<file path="src/rtl/pipeline_hazard_control_if.sv">
`default_nettype none
`timescale 1ns/1ps
// ============================================================================
// Module      : pipeline_hazard_control_if
// Description : Signal bundle between the pipeline datapath and the hazard
//               controller.
//               master : pipeline side (drives instruction/status, receives
//                        stall/bubble/flush controls and counters)
//               slave  : hazard controller side
// Ports       : decode_valid/decode_instr, execute_valid/execute_instr,
//               mem_busy, branch_taken            (master -> slave)
//               stall_fetch, stall_decode, stall_execute, bubble_execute,
//               flush, ctrl_state, stall_cycles, flush_events
//                                                  (slave -> master)
// Revision    : 1.0 - initial release
// ============================================================================
interface pipeline_hazard_control_if;
    logic        decode_valid;
    logic [15:0] decode_instr;
    logic        execute_valid;
    logic [15:0] execute_instr;
    logic        mem_busy;
    logic        branch_taken;
    logic        stall_fetch;
    logic        stall_decode;
    logic        stall_execute;
    logic        bubble_execute;
    logic        flush;
    logic [1:0]  ctrl_state;
    logic [15:0] stall_cycles;
    logic [15:0] flush_events;

    modport master (
        output decode_valid, decode_instr, execute_valid, execute_instr,
               mem_busy, branch_taken,
        input  stall_fetch, stall_decode, stall_execute, bubble_execute,
               flush, ctrl_state, stall_cycles, flush_events
    );

    modport slave (
        input  decode_valid, decode_instr, execute_valid, execute_instr,
               mem_busy, branch_taken,
        output stall_fetch, stall_decode, stall_execute, bubble_execute,
               flush, ctrl_state, stall_cycles, flush_events
    );
endinterface
`default_nettype wire

</file>
<file path="src/rtl/pipeline_hazard_control.sv">
`default_nettype none
`timescale 1ns/1ps
// ============================================================================
// Module      : pipeline_hazard_control
// Description : Stall / bubble / flush controller for a short in-order
//               pipeline. Detects load-use hazards between execute and
//               decode, holds the pipe while memory is busy and flushes the
//               front end for two cycles after a taken branch.
// Ports       : clk   - rising-edge clock
//               reset - synchronous, active-high reset
//               hif   - pipeline_hazard_control_if.slave (instruction and
//                       status inputs; stall/bubble/flush, state and
//                       performance-counter outputs)
// Config      : define HAZARD_PERF_CNT_EN to build the saturating
//               stall_cycles / flush_events counters; otherwise both read 0.
// Revision    : 1.0 - initial release
// ============================================================================

// Instruction class encodings in instr[15:14] (overridable at build time).
`ifndef R_TYPE
`define R_TYPE 2'b00
`endif
`ifndef A_TYPE
`define A_TYPE 2'b01
`endif

module pipeline_hazard_control (
    input  wire logic                    clk,
    input  wire logic                    reset,
    pipeline_hazard_control_if.slave     hif
);

    localparam logic [3:0] c_LOAD_OPC = 4'b1000;

    typedef enum logic [1:0] {
        ST_RUN      = 2'b00,
        ST_MEM_WAIT = 2'b01,
        ST_FLUSH    = 2'b10,
        ST_ILLEGAL  = 2'b11
    } state_t;

    state_t     r_state;
    state_t     w_next_state;
    logic       r_pend_branch;
    logic       w_pend_next;
    logic [1:0] r_flush_cnt;
    logic [1:0] w_flush_cnt_next;

    logic       w_stall_fd;
    logic       w_stall_ex;
    logic       w_bubble;
    logic       w_flush;

    // ------------------------------------------------------------------
    // Load-use hazard detection
    // ------------------------------------------------------------------
    logic       w_exec_is_load;
    logic       w_dec_is_reader;
    logic [2:0] w_load_dst;
    logic [2:0] w_dec_rm;
    logic [2:0] w_dec_rn;
    logic       w_load_use;

    assign w_exec_is_load  = (hif.execute_instr[15:12] == c_LOAD_OPC);
    assign w_dec_is_reader = (hif.decode_instr[15:14] == `A_TYPE) ||
                             (hif.decode_instr[15:14] == `R_TYPE);
    assign w_load_dst      = hif.execute_instr[2:0];
    assign w_dec_rm        = hif.decode_instr[8:6];
    assign w_dec_rn        = hif.decode_instr[5:3];

    assign w_load_use = hif.execute_valid && w_exec_is_load &&
                        hif.decode_valid  && w_dec_is_reader &&
                        ((w_load_dst == w_dec_rm) || (w_load_dst == w_dec_rn));

    // Instruction fields that play no part in hazard detection.
    logic w_unused;
    assign w_unused = &{1'b0, hif.decode_instr[13:9], hif.decode_instr[2:0],
                        hif.execute_instr[11:3]};

    // ------------------------------------------------------------------
    // State register
    // ------------------------------------------------------------------
    always_ff @(posedge clk) begin
        if (reset) begin
            r_state       <= ST_RUN;
            r_pend_branch <= 1'b0;
            r_flush_cnt   <= 2'd0;
        end else begin
            r_state       <= w_next_state;
            r_pend_branch <= w_pend_next;
            r_flush_cnt   <= w_flush_cnt_next;
        end
    end

    // ------------------------------------------------------------------
    // Next-state and control outputs
    // ------------------------------------------------------------------
    always_comb begin
        w_next_state     = r_state;
        w_pend_next      = r_pend_branch;
        w_flush_cnt_next = r_flush_cnt;
        w_stall_fd       = 1'b0;
        w_stall_ex       = 1'b0;
        w_bubble         = 1'b0;
        w_flush          = 1'b0;

        case (r_state)
            ST_RUN: begin
                if (hif.branch_taken) begin
                    // Redirect wins over everything: flush this cycle and
                    // one more cycle in FLUSH.
                    w_flush          = 1'b1;
                    w_flush_cnt_next = 2'd1;
                    w_next_state     = ST_FLUSH;
                end else if (hif.mem_busy) begin
                    w_stall_fd   = 1'b1;
                    w_stall_ex   = 1'b1;
                    w_next_state = ST_MEM_WAIT;
                end else if (w_load_use) begin
                    // Hold the front end one cycle and send a NOP into
                    // execute; the load moves on, so execute is not held.
                    w_stall_fd = 1'b1;
                    w_bubble   = 1'b1;
                end
            end

            ST_MEM_WAIT: begin
                w_stall_fd = hif.mem_busy;
                w_stall_ex = hif.mem_busy;
                if (hif.mem_busy) begin
                    // The redirect cannot act while the pipe is frozen;
                    // remember it until memory releases.
                    if (hif.branch_taken) begin
                        w_pend_next = 1'b1;
                    end
                end else if (r_pend_branch || hif.branch_taken) begin
                    w_flush          = 1'b1;
                    w_flush_cnt_next = 2'd1;
                    w_pend_next      = 1'b0;
                    w_next_state     = ST_FLUSH;
                end else begin
                    w_next_state = ST_RUN;
                end
            end

            ST_FLUSH: begin
                w_flush    = 1'b1;
                w_stall_fd = hif.mem_busy;
                w_stall_ex = hif.mem_busy;
                if (hif.branch_taken) begin
                    // A fresh redirect restarts the flush window.
                    w_flush_cnt_next = 2'd1;
                end else if (r_flush_cnt > 2'd1) begin
                    w_flush_cnt_next = r_flush_cnt - 2'd1;
                end else begin
                    w_flush_cnt_next = 2'd0;
                    w_next_state     = hif.mem_busy ? ST_MEM_WAIT : ST_RUN;
                end
            end

            default: begin
                // Unreachable encoding: recover to RUN, drive nothing.
                w_pend_next      = 1'b0;
                w_flush_cnt_next = 2'd0;
                w_next_state     = ST_RUN;
            end
        endcase
    end

    // Controls are forced low while reset is held.
    assign hif.stall_fetch    = w_stall_fd & ~reset;
    assign hif.stall_decode   = w_stall_fd & ~reset;
    assign hif.stall_execute  = w_stall_ex & ~reset;
    assign hif.bubble_execute = w_bubble & ~w_flush & ~reset;
    assign hif.flush          = w_flush & ~reset;
    assign hif.ctrl_state     = r_state;

    // ------------------------------------------------------------------
    // Performance counters
    // ------------------------------------------------------------------
`ifdef HAZARD_PERF_CNT_EN
    logic [15:0] r_stall_cycles;
    logic [15:0] r_flush_events;
    logic        r_flush_prev;

    always_ff @(posedge clk) begin
        if (reset) begin
            r_stall_cycles <= 16'h0000;
            r_flush_events <= 16'h0000;
            r_flush_prev   <= 1'b0;
        end else begin
            r_flush_prev <= hif.flush;
            if (hif.stall_fetch && (r_stall_cycles != 16'hFFFF)) begin
                r_stall_cycles <= r_stall_cycles + 16'd1;
            end
            // Count flush bursts, not flush cycles.
            if (hif.flush && !r_flush_prev && (r_flush_events != 16'hFFFF)) begin
                r_flush_events <= r_flush_events + 16'd1;
            end
        end
    end

    assign hif.stall_cycles = r_stall_cycles;
    assign hif.flush_events = r_flush_events;
`else
    assign hif.stall_cycles = 16'h0000;
    assign hif.flush_events = 16'h0000;
`endif

endmodule
`default_nettype wire
</file>
<file path="src/flat_wrapper.sv">
// flat-port wrapper written by rule: the top's interface ports become plain ports
module pipeline_hazard_control_flat 
  (clk, reset, hif_decode_valid, hif_decode_instr, hif_execute_valid, hif_execute_instr, hif_mem_busy, hif_branch_taken, hif_stall_fetch, hif_stall_decode, hif_stall_execute, hif_bubble_execute, hif_flush, hif_ctrl_state, hif_stall_cycles, hif_flush_events);
  pipeline_hazard_control_if hif_i ();
  input  wire logic clk;
  input  wire logic reset;
  input wire logic [$bits(hif_i.decode_valid)-1:0] hif_decode_valid;
  input wire logic [$bits(hif_i.decode_instr)-1:0] hif_decode_instr;
  input wire logic [$bits(hif_i.execute_valid)-1:0] hif_execute_valid;
  input wire logic [$bits(hif_i.execute_instr)-1:0] hif_execute_instr;
  input wire logic [$bits(hif_i.mem_busy)-1:0] hif_mem_busy;
  input wire logic [$bits(hif_i.branch_taken)-1:0] hif_branch_taken;
  output wire logic [$bits(hif_i.stall_fetch)-1:0] hif_stall_fetch;
  output wire logic [$bits(hif_i.stall_decode)-1:0] hif_stall_decode;
  output wire logic [$bits(hif_i.stall_execute)-1:0] hif_stall_execute;
  output wire logic [$bits(hif_i.bubble_execute)-1:0] hif_bubble_execute;
  output wire logic [$bits(hif_i.flush)-1:0] hif_flush;
  output wire logic [$bits(hif_i.ctrl_state)-1:0] hif_ctrl_state;
  output wire logic [$bits(hif_i.stall_cycles)-1:0] hif_stall_cycles;
  output wire logic [$bits(hif_i.flush_events)-1:0] hif_flush_events;
  assign hif_i.decode_valid = hif_decode_valid;
  assign hif_i.decode_instr = hif_decode_instr;
  assign hif_i.execute_valid = hif_execute_valid;
  assign hif_i.execute_instr = hif_execute_instr;
  assign hif_i.mem_busy = hif_mem_busy;
  assign hif_i.branch_taken = hif_branch_taken;
  assign hif_stall_fetch = hif_i.stall_fetch;
  assign hif_stall_decode = hif_i.stall_decode;
  assign hif_stall_execute = hif_i.stall_execute;
  assign hif_bubble_execute = hif_i.bubble_execute;
  assign hif_flush = hif_i.flush;
  assign hif_ctrl_state = hif_i.ctrl_state;
  assign hif_stall_cycles = hif_i.stall_cycles;
  assign hif_flush_events = hif_i.flush_events;
  pipeline_hazard_control u_core (.clk(clk), .reset(reset), .hif(hif_i));
endmodule
</file>
<file path="config.mk">
export PLATFORM = sky130hd
export DESIGN_NAME = pipeline_hazard_control_flat
export DESIGN_NICKNAME = d
export VERILOG_FILES = /design/src/rtl/pipeline_hazard_control_if.sv /design/src/rtl/pipeline_hazard_control.sv /design/src/flat_wrapper.sv
export SDC_FILE = /design/constraint.sdc
export NUM_CORES = 1
export LEC_CHECK = 0
export CAP_MARGIN = 25
export CELL_PAD_IN_SITES_DETAIL_PLACEMENT = 0
export CELL_PAD_IN_SITES_GLOBAL_PLACEMENT = 1
export CORE_ASPECT_RATIO = 1.1
export CORE_MARGIN = 5
export CORE_UTILIZATION = 18
export DETAILED_ROUTE_END_ITERATION = 10
export MAX_ROUTING_LAYER = met4
export PLACE_DENSITY_LB_ADDON = 0.1
export REMOVE_ABC_BUFFERS = 1
export SLEW_MARGIN = 20
export SYNTH_ARGS = -nofsm -noshare
export SYNTH_HDL_FRONTEND = slang
export SYNTH_SLANG_ARGS = --single-unit
</file>
<file path="constraint.sdc">
create_clock -name clk -period 3.26 [get_ports clk]
set_input_delay 0.978 -clock clk [delete_from_list [all_inputs] [get_ports clk]]
set_output_delay 0.978 -clock clk [all_outputs]
set_load 0.05 [all_outputs]
</file>
==> Word level (Yosys, flattened, before mapping) <==
Cells that the tools add are included.
{ "word_totals": {"reg_bits": 5, "word_cells": 73, "out_inout_bits": 39} }
{ "op_classes": {"muxes": 32, "order_cmp": 1, "n_bitwise": 8, "addsub": 1, "n_eq_ne": 14, "n_reduce_logical": 14} }
{ "op_table": {"columns": ["op", "n"], "rows": [
  ["$mux W2", 11],
  ["$mux W1", 15],
  ["$pmux W2 S3", 2],
  ["$ne A2 B2 Y1 const B", 4],
  ["$eq A3 B3 Y1", 2],
  ["$ne A3 B3 Y1 const B", 2],
  ["$pmux W1 S2", 3],
  ["$reduce_and A3 Y1", 2],
  ["$and A1 B1 Y1", 5],
  ["$eq A2 B1 Y1 const B", 2],
  ["$eq A4 B4 Y1 const B", 1],
  ["$logic_and A1 B1 Y1", 4],
  ["$logic_not A2 Y1", 2],
  ["$reduce_and A4 Y1", 1],
  ["$reduce_or A2 Y1", 2],
  ["$logic_or A1 B1 Y1", 3],
  ["$ne A3 B2 Y1 const B", 1],
  ["$not A1 Y1", 3],
  ["$pmux W1 S3", 1],
  ["$eq A2 B2 Y1 const B", 1],
  ["$gt A2 B1 Y1 const B", 1],
  ["$ne A2 B1 Y1 const B", 1],
  ["$sub A2 B1 Y2 const B", 1]
]} }

==> Logic depth before layout (Yosys ltp) <==
Gate-level depths: netlist (run 1).
{ "depth": {"word_depth": 11, "depth_mapped": 7} }

==> Least setup slack after synthesis (run 1) <==
Ideal clock, no wire load.
{ "synth_path": {"path_kind": "input to output", "startpoint": "input hif_branch_taken", "endpoint": "output hif_stall_fetch", "path_stages": 4, "slack_ps": -569, "arrival_ps": 2851, "required_ps": 2282, "cell_sequence": "nand2b_2 -> a21oi_1 -> nand2b_1 -> buf_4"} }
{ "synth_via": {"elab_chain_len": 3} }
{ "synth_lines": {"columns": ["element", "line", "text"], "rows": [
  ["start: declaration", "flat_wrapper.sv:12", "input wire logic [$bits(hif_i.branch_taken)-1:0] hif_branch_taken;"],
  ["$mux W1", "pipeline_hazard_control.sv:109", "if (hif.branch_taken) begin"],
  ["$pmux W1 S2", "pipeline_hazard_control.sv:107", "case (r_state)"],
  ["$and A1 B1 Y1", null, null],
  ["end: declaration", "flat_wrapper.sv:13", "output wire logic [$bits(hif_i.stall_fetch)-1:0] hif_stall_fetch;"]
]} }
No other way between the ends.

==> Final worst setup path (run 1) <==
{ "layout_path": {"startpoint": "input hif_execute_instr[12]", "endpoint": "output hif_stall_fetch"} }
{ "layout_via": {"elab_chain_len": 10} }
{ "layout_lines": {"columns": ["element", "line", "text"], "rows": [
  ["start: declaration", "flat_wrapper.sv:10", "input wire logic [$bits(hif_i.execute_instr)-1:0] hif_execute_instr;"],
  ["$eq A4 B4 Y1", "pipeline_hazard_control.sv:64", "assign w_exec_is_load = (hif.execute_instr[15:12] == c_LOAD_OPC);"],
  ["$logic_and A1 B1 Y1 (2 in series)", "pipeline_hazard_control.sv:71", "assign w_load_use = hif.execute_valid && w_exec_is_load &&"],
  ["$logic_and A1 B1 Y1 (2 in series)", "pipeline_hazard_control.sv:72", "hif.decode_valid && w_dec_is_reader &&"],
  ["$mux W1", "pipeline_hazard_control.sv:119", "end else if (w_load_use) begin"],
  ["$mux W1", "pipeline_hazard_control.sv:115", "end else if (hif.mem_busy) begin"],
  ["$mux W1", "pipeline_hazard_control.sv:109", null],
  ["$pmux W1 S2", "pipeline_hazard_control.sv:107", null],
  ["$and A1 B1 Y1", "pipeline_hazard_control.sv:171", "assign hif.stall_fetch = w_stall_fd & ~reset;"]
]} }
No other way between the ends.

==> impl_metrics.yaml, run 1 <==
global_routing:
  grt_pass1_vias: 663
  grt_max_degree: 8
  grt_usage: 0.0702
  grt_pass1_wl_mm: 3.11
  grt-ovfl-total: 0
  antenna_found_initial: 0
clocking:
  clk_path_buf_depth: 2
  clock_latency_ns: 0.22
  cts_tree: "yes"
  clkSinkCount: 5
  cts_max_level: 1
  clock-root-buffer: "clkbuf_8"
  clk_pin_slew_ns: 0.03
  cts_made_buffers: 3
worst_setup_path:
  startpoint_type: "input port"
  cp_cell_sequence: "buf_6 -> or4b_4 -> nor4_4 -> buf_4 -> o211ai_1 -> nand2b_1 -> buf_12"
  max_stage_delay_ns: 0.53
  cp.required_ns: 2.28
  cp_top_family: "simple AND/OR/NAND/NOR gates"
  worstSetupPathType: "input port to output port"
  cp_max_fo: 2
  crit_path_end_kind: "output port"
  critical-path-slowest-cell: "or4b_4"
  critPathArrivalTime_ns: 2.43
  cp.depth: 7
  path_buf_inv: 3
  reg2reg_depth: 8
finish:
  fillCellCount: 466
  antennaDiodeCount: 0
  area_growth_pct: 51.0
  multi_input_area_um2: 534
  final_area_mm2: 0.00115
  regArea_um2: 100
  final_nets: 180
  drive_gt1_frac: 0.219
  instances_no_fill: 189
die:
  die_area_mm2: 0.00563
  core_area_mm2: 0.00402
  start_util: 0.189
  rows: 24
  ios: 77
  chipHeight_um: 78.2
  fp.dieW_um: 72.0
pwr:
  power_density_mw_per_mm2: 425
  power_uw: 489
  p_leak_uw: 0.000551
  peakVddDrop_v: 0.000122
timing:
  max_slew_margin: 0.666
  slew_viol_final: 0
  fin_ws_ns: -0.148
  rsz0062_at_grt: "true"
  hold_ws_ns: 0.477
  hold_violations: 0
  fin_crit_ns: 3.41
  worstMarginPinSlew_ns: 0.499
  post-route-period-util: 1.05
  fin_skew_ns: 0.000938
  final-setup-viol-count: 3
  clock.fmax_mhz: 293
min_path:
  hold_path_depth: 2
  hold_path_class: "register to register"
yosys:
  avgSynthCellArea_um2: 7.84
  synth-simple-area-share: 0.184
  yosys.area_share.adder: 0.0658
  synth_flop_cell: "dfxtp_1"
  ys_seq_area_frac: 0.132
  synth_top_area_frac: 0.326
  synth_seq_cells: 5
  synth_top_family_by_area: "buffers and inverters"
  ys_types: 29
  yosys_warnings: 0
  syn_area_um2: 761
  synth_compound_area_frac: 0.163
  synth_xor_area_frac: 0.0691
  synth_edf_count: 0
  yosysTopAreaCell: "buf_4"
  synthMuxAreaShare: 0.0263
  ys_top_cells_by_area: "buf_4 (33%), dfxtp_1 (13%), xor2_1 (6.9%)"
  async_reset_ff_frac: 0
  syn_inst: 97
run_status:
  outcome: "complete, but fails checks"
  violations: "negative setup slack"
job:
  cap_viol_max_count: 0
routing:
  drtPass1Iterations: 4
  drc_errors: 0
  drtIter0Drc: 14
  drt-total-wl_mm: 1.96
  post_drt_wl_per_cell_um: 10.4
  vias_per_cell: 3.62
  ant_nets: 0
  num_vias: 684
placed_design:
  port_buffers: 26
  post-dp-hpwl_mm: 1.71
  place_ws_ns: -0.558
  dpl.cell_count: 183
  dpl_cell_area_mm2: 0.00108
  gp_congestion: 0.744
synthesized netlist by cell type, types with 2 or more instances:
cell	instances
buf_4	33
nand2_1	7
a21oi_1	6
inv_1	6
xor2_1	6
dfxtp_1	5
ha_1	4
nor2_1	3
o21ai_0	3
mux2i_1	2
nor2b_1	2
nor3_1	2
o211ai_1	2
kinds of logic (layout without fill, tap and decap cells):
group,after synthesis,after routing
AO/OA/AOI/OAI,19,19
AND/OR/NAND/NOR,21,21
flip-flops,5,5
XOR/XNOR,6,6
buffers and inverters,39,48
multiplexers,2,2
other,1,32
adder cells (fa/ha/maj),4,4
worst paths after layout:
check                        endpoint  slack (ns)                      from
max reg2reg  u_core.hif.ctrl_state[0]        1.46  u_core.hif.ctrl_state[0]
min reg2reg     u_core.r_flush_cnt[0]        0.48     u_core.r_flush_cnt[0]
max                   hif_stall_fetch       -0.15     hif_execute_instr[12]
min             u_core.r_flush_cnt[0]        0.48     u_core.r_flush_cnt[0]
per-stage QoR:
| step | TNS [ns] | util |
|---|---|---|
| 2_1_floorplan | -1.80 | - |
| 3_3_place_gp | -1.46 | 0.268 |
| 3_5_place_dp | -1.47 | 0.268 |
| 4_1_cts | -0.527 | 0.285 |
| 5_1_grt | -0.660 | 0.285 |
| 6_report | -0.407 | 0.285 |
worst reg2reg max path: stages, from the launching register on:
cell and delay, ns:
dfxtp_1 0.34, inv_1 0.09, ha_1 0.33, nand2b_4 0.10, buf_4 0.14, buf_4 0.13, o211ai_1 0.28, mux2i_1 0.23
nor2_1 0.05
sequential cells by signal (all words and copies together), names as in the netlist:
signal                 cells
u_core.r_flush_cnt         2
u_core.hif.ctrl_state      2
u_core.r_pend_branch       1
cell type report:
class | count | area share
clock buffer | 4 | 0.0392
inverter | 6 | 0.0196
multi-input combinational | 84 | 0.465
sequential | 5 | 0.0871
tap | 52 | 0.0566
timing repair buffer | 38 | 0.332
routing by layer:
metal,vias to the layer above,global-route usage,share of wire
li1,338,-,-
met1,319,0.0777,0.41
met2,25,0.126,0.52
met3,2,0.0204,0.056
met4,0,0.0113,0.0071
met5,-,-,0
layout by cell type (no fill, tap or decap), drive strengths merged:
cell type / count
o211a: 1
clkdlybuf4s50: 10
o21ai: 4
o22ai: 1
nor3: 2
dlygate4sd2: 6
o31ai: 1
nor4b: 1
dfxtp: 5
nand2: 7
nand2b: 2
a211oi: 1
o21a: 1
nor4: 2
inv: 6
mux2i: 2
nor2: 3
o211ai: 2
or4b: 1
ha: 4
dlymetal6s2s: 1
nor2b: 2
conb: 32
xor2: 6
a21oi: 6
a211o: 1
a21boi: 1
and3b: 1
buf: 20
clkbuf: 5
power breakdown:
part	internal [uW]	switching (uW)	leakage, uW
combinational	100	195	0.000487
clock	83.8	28.4	0.0000228
sequential	71.3	9.88	0.0000411
repair_timing:
item                                   in CTS  in global routing
buffers inserted                            2                  0
pin swaps                                   6                  2
hold buffers                                0                  0
gates resized for setup                    22                  3
setup endpoints to repair                   4                  4
endpoints found under the hold margin       0                  0
Note: power is estimated with default switching activity, not from simulation.
==> run 2, diff against run 1 <==
--- a/config.mk
+++ b/config.mk
@@ -12,8 +12,9 @@
 export CORE_MARGIN = 5
 export CORE_UTILIZATION = 18
 export DETAILED_ROUTE_END_ITERATION = 10
+export HOLD_SLACK_MARGIN = 0.12
 export MAX_ROUTING_LAYER = met4
-export PLACE_DENSITY_LB_ADDON = 0.1
+export PLACE_DENSITY_LB_ADDON = 0.3
 export REMOVE_ABC_BUFFERS = 1
 export SLEW_MARGIN = 20
 export SYNTH_ARGS = -nofsm -noshare
==> run 2 against run 1 <==
Compared with the run above:
- the run still ends with negative setup slack left
- final area shrank 0.65%
- total power grew 0.34%
- maximum frequency grew 2.4%
- first-iteration DRC count shrank 57%
- cell count shrank 2.1%
- clock skew is essentially flat
- core utilization shrank 0.19 points
- critical path type unchanged
- critical endpoint is now hif_bubble_execute
==> impl_metrics.yaml, run 2 (synthesis results as in run 1) <==
run_status:
  outcome: "complete, but fails checks"
  violations: "negative setup slack"
routing:
  ant_nets: 0
  drt-total-wl_mm: 1.83
  post_drt_wl_per_cell_um: 9.91
  drc_errors: 0
  num_vias: 669
  drtPass1Iterations: 4
  vias_per_cell: 3.62
  drtIter0Drc: 6
finish:
  final_cell_mix: "conb_1 (32), clkdlybuf4s50_1 (9), buf_4 (8)"
  final_nets: 176
  antennaDiodeCount: 0
  drive_gt1_frac: 0.226
  regArea_um2: 100
  final_util: 0.284
  fillCellCount: 467
  final_common_cell: "conb_1"
  area_growth_pct: 50.0
  multi_input_area_um2: 547
die:
  rows: 24
  ios: 77
  core_area_mm2: 0.00402
  die_area_mm2: 0.00563
  fp.dieW_um: 72.0
  start_util: 0.189
  chipHeight_um: 78.2
timing:
  rsz0062_at_grt: "true"
  fin_skew_ns: 0.000950
  fin_crit_ns: 3.33
  max_slew_margin: 0.663
  slew_viol_final: 0
  hold_violations: 0
  fin_setup_tns_ns: -0.0696
  hold_ws_ns: 0.480
  post-route-period-util: 1.02
  final-setup-viol-count: 1
  fin_ws_ns: -0.0696
  clock.fmax_mhz: 300
  worstMarginPinSlew_ns: 0.504
min_path:
  hold_path_depth: 2
  hold_path_class: "register to register"
pwr:
  p_int_uw: 254
  p_seq_frac: 0.166
  p_leak_uw: 0.000560
  power_density_mw_per_mm2: 430
  clkPwrFrac: 0.239
  switchingPower_uw: 237
  peakVddDrop_v: 0.000139
  power_frac_comb: 0.595
  swShare: 0.483
global_routing:
  grt_pass1_vias: 669
  grt_pass1_wl_mm: 2.88
  grt_max_degree: 8
  antenna_found_initial: 0
  grt_usage: 0.0675
  grt-ovfl-total: 0
worst_setup_path:
  cp_top_family: "simple AND/OR/NAND/NOR gates"
  worstSetupPathType: "input port to output port"
  critical-path-slowest-cell: "or4b_4"
  crit_path_end_kind: "output port"
  max_stage_delay_ns: 0.53
  cp.required_ns: 2.28
  cpMostUsedCell: "nor4_4"
  cp.depth: 6
  path_buf_inv: 2
  cp_cell_sequence: "buf_6 -> or4b_4 -> nor4_4 -> o21ai_2 -> nor4_4 -> buf_12"
  cp_max_fo: 2
  startpoint_type: "input port"
  critPathArrivalTime_ns: 2.35
  reg2reg_depth: 7
clocking:
  clk_pin_slew_ns: 0.03
  clock_latency_ns: 0.23
  clkSinkCount: 5
  cts_made_buffers: 3
  clock-root-buffer: "clkbuf_8"
  cts_tree: "yes"
  clk_path_buf_depth: 2
  cts_max_level: 1
job:
  cap_viol_max_count: 0
placed_design:
  post-dp-hpwl_mm: 1.61
  port_buffers: 26
  gp_congestion: 0.726
==> run 2: changes by cell type in the layout (fill, tap and decap cells not counted), moves of 2 or more <==
| cell | before | now |
|---|---|---|
| nor3_2 | 0 | 2 |
| buf_4 | 12 | 8 |
| nor3_1 | 2 | 0 |
| dlygate4sd2_1 | 6 | 4 |
| dlymetal6s2s_1 | 1 | 4 |
==> run 2: area by class of cell <==
class                           instances  share of cell area
Inverter                                6              0.0197
Sequential cell                         5              0.0877
Tap cell                               52              0.0570
Multi-Input combinational cell         84               0.479
Timing Repair Buffer                   34               0.317
Clock buffer                            4              0.0395
==> run 2: path summary, 6_finish.rpt <==
| check | startpoint | endpoint | slack (ns) |
|---|---|---|---|
| worst max-delay path | hif_decode_instr[15] | hif_bubble_execute | -0.07 |
| worst min-delay path | u_core.r_flush_cnt[0] | u_core.r_flush_cnt[0] | 0.48 |
| worst min register to register | u_core.r_flush_cnt[0] | u_core.r_flush_cnt[0] | 0.48 |
| worst max register to register | u_core.hif.ctrl_state[0] | u_core.hif.ctrl_state[0] | 1.58 |
==> run 2: timing repair <==
action | in CTS | in global routing
hold endpoints to repair | 0 | 0
hold buffers | 0 | 0
endpoints found under the setup margin | 4 | 4
gates resized for setup | 20 | 10
buffers inserted | 0 | 1
pin swaps | 7 | 3
==> run 2: metrics by stage <==
step                      cell area, um^2  setup slack [ns]  instances  power, uW
after CTS                            1110            -0.144        184        486
after global routing                 1140            -0.111        185        515
after detailed placement             1060            -0.509        180        366
final                                1140           -0.0696        185        490
after floorplan                       629            -0.601         95        272
after global placement               1060            -0.508        180        366
==> run 2: metal layers <==
metal,global-route usage,up-vias,part of all wire
met5,-,-,0
met2,0.111,39,0.49
li1,-,330,-
met3,0.00639,5,0.076
met1,0.0700,295,0.39
met4,0.0620,0,0.038
==> run 2: power groups by stage <==
stage / Clock, uW / Sequential (uW) / Combinational, uW
finish: 117 / 81.4 / 292
global route: 120 / 83.3 / 311
CTS: 118 / 81.5 / 287
detailed placement: 0 / 82.1 / 284
global placement: 0 / 82.0 / 284
floorplan: 0 / 94.4 / 178
==> run 2: tightest hold or removal path, cell delays in order, from the launching register on <==
cell	delay (ns)
dfxtp_1	0.31
nand2_1	0.06
mux2i_1	0.06
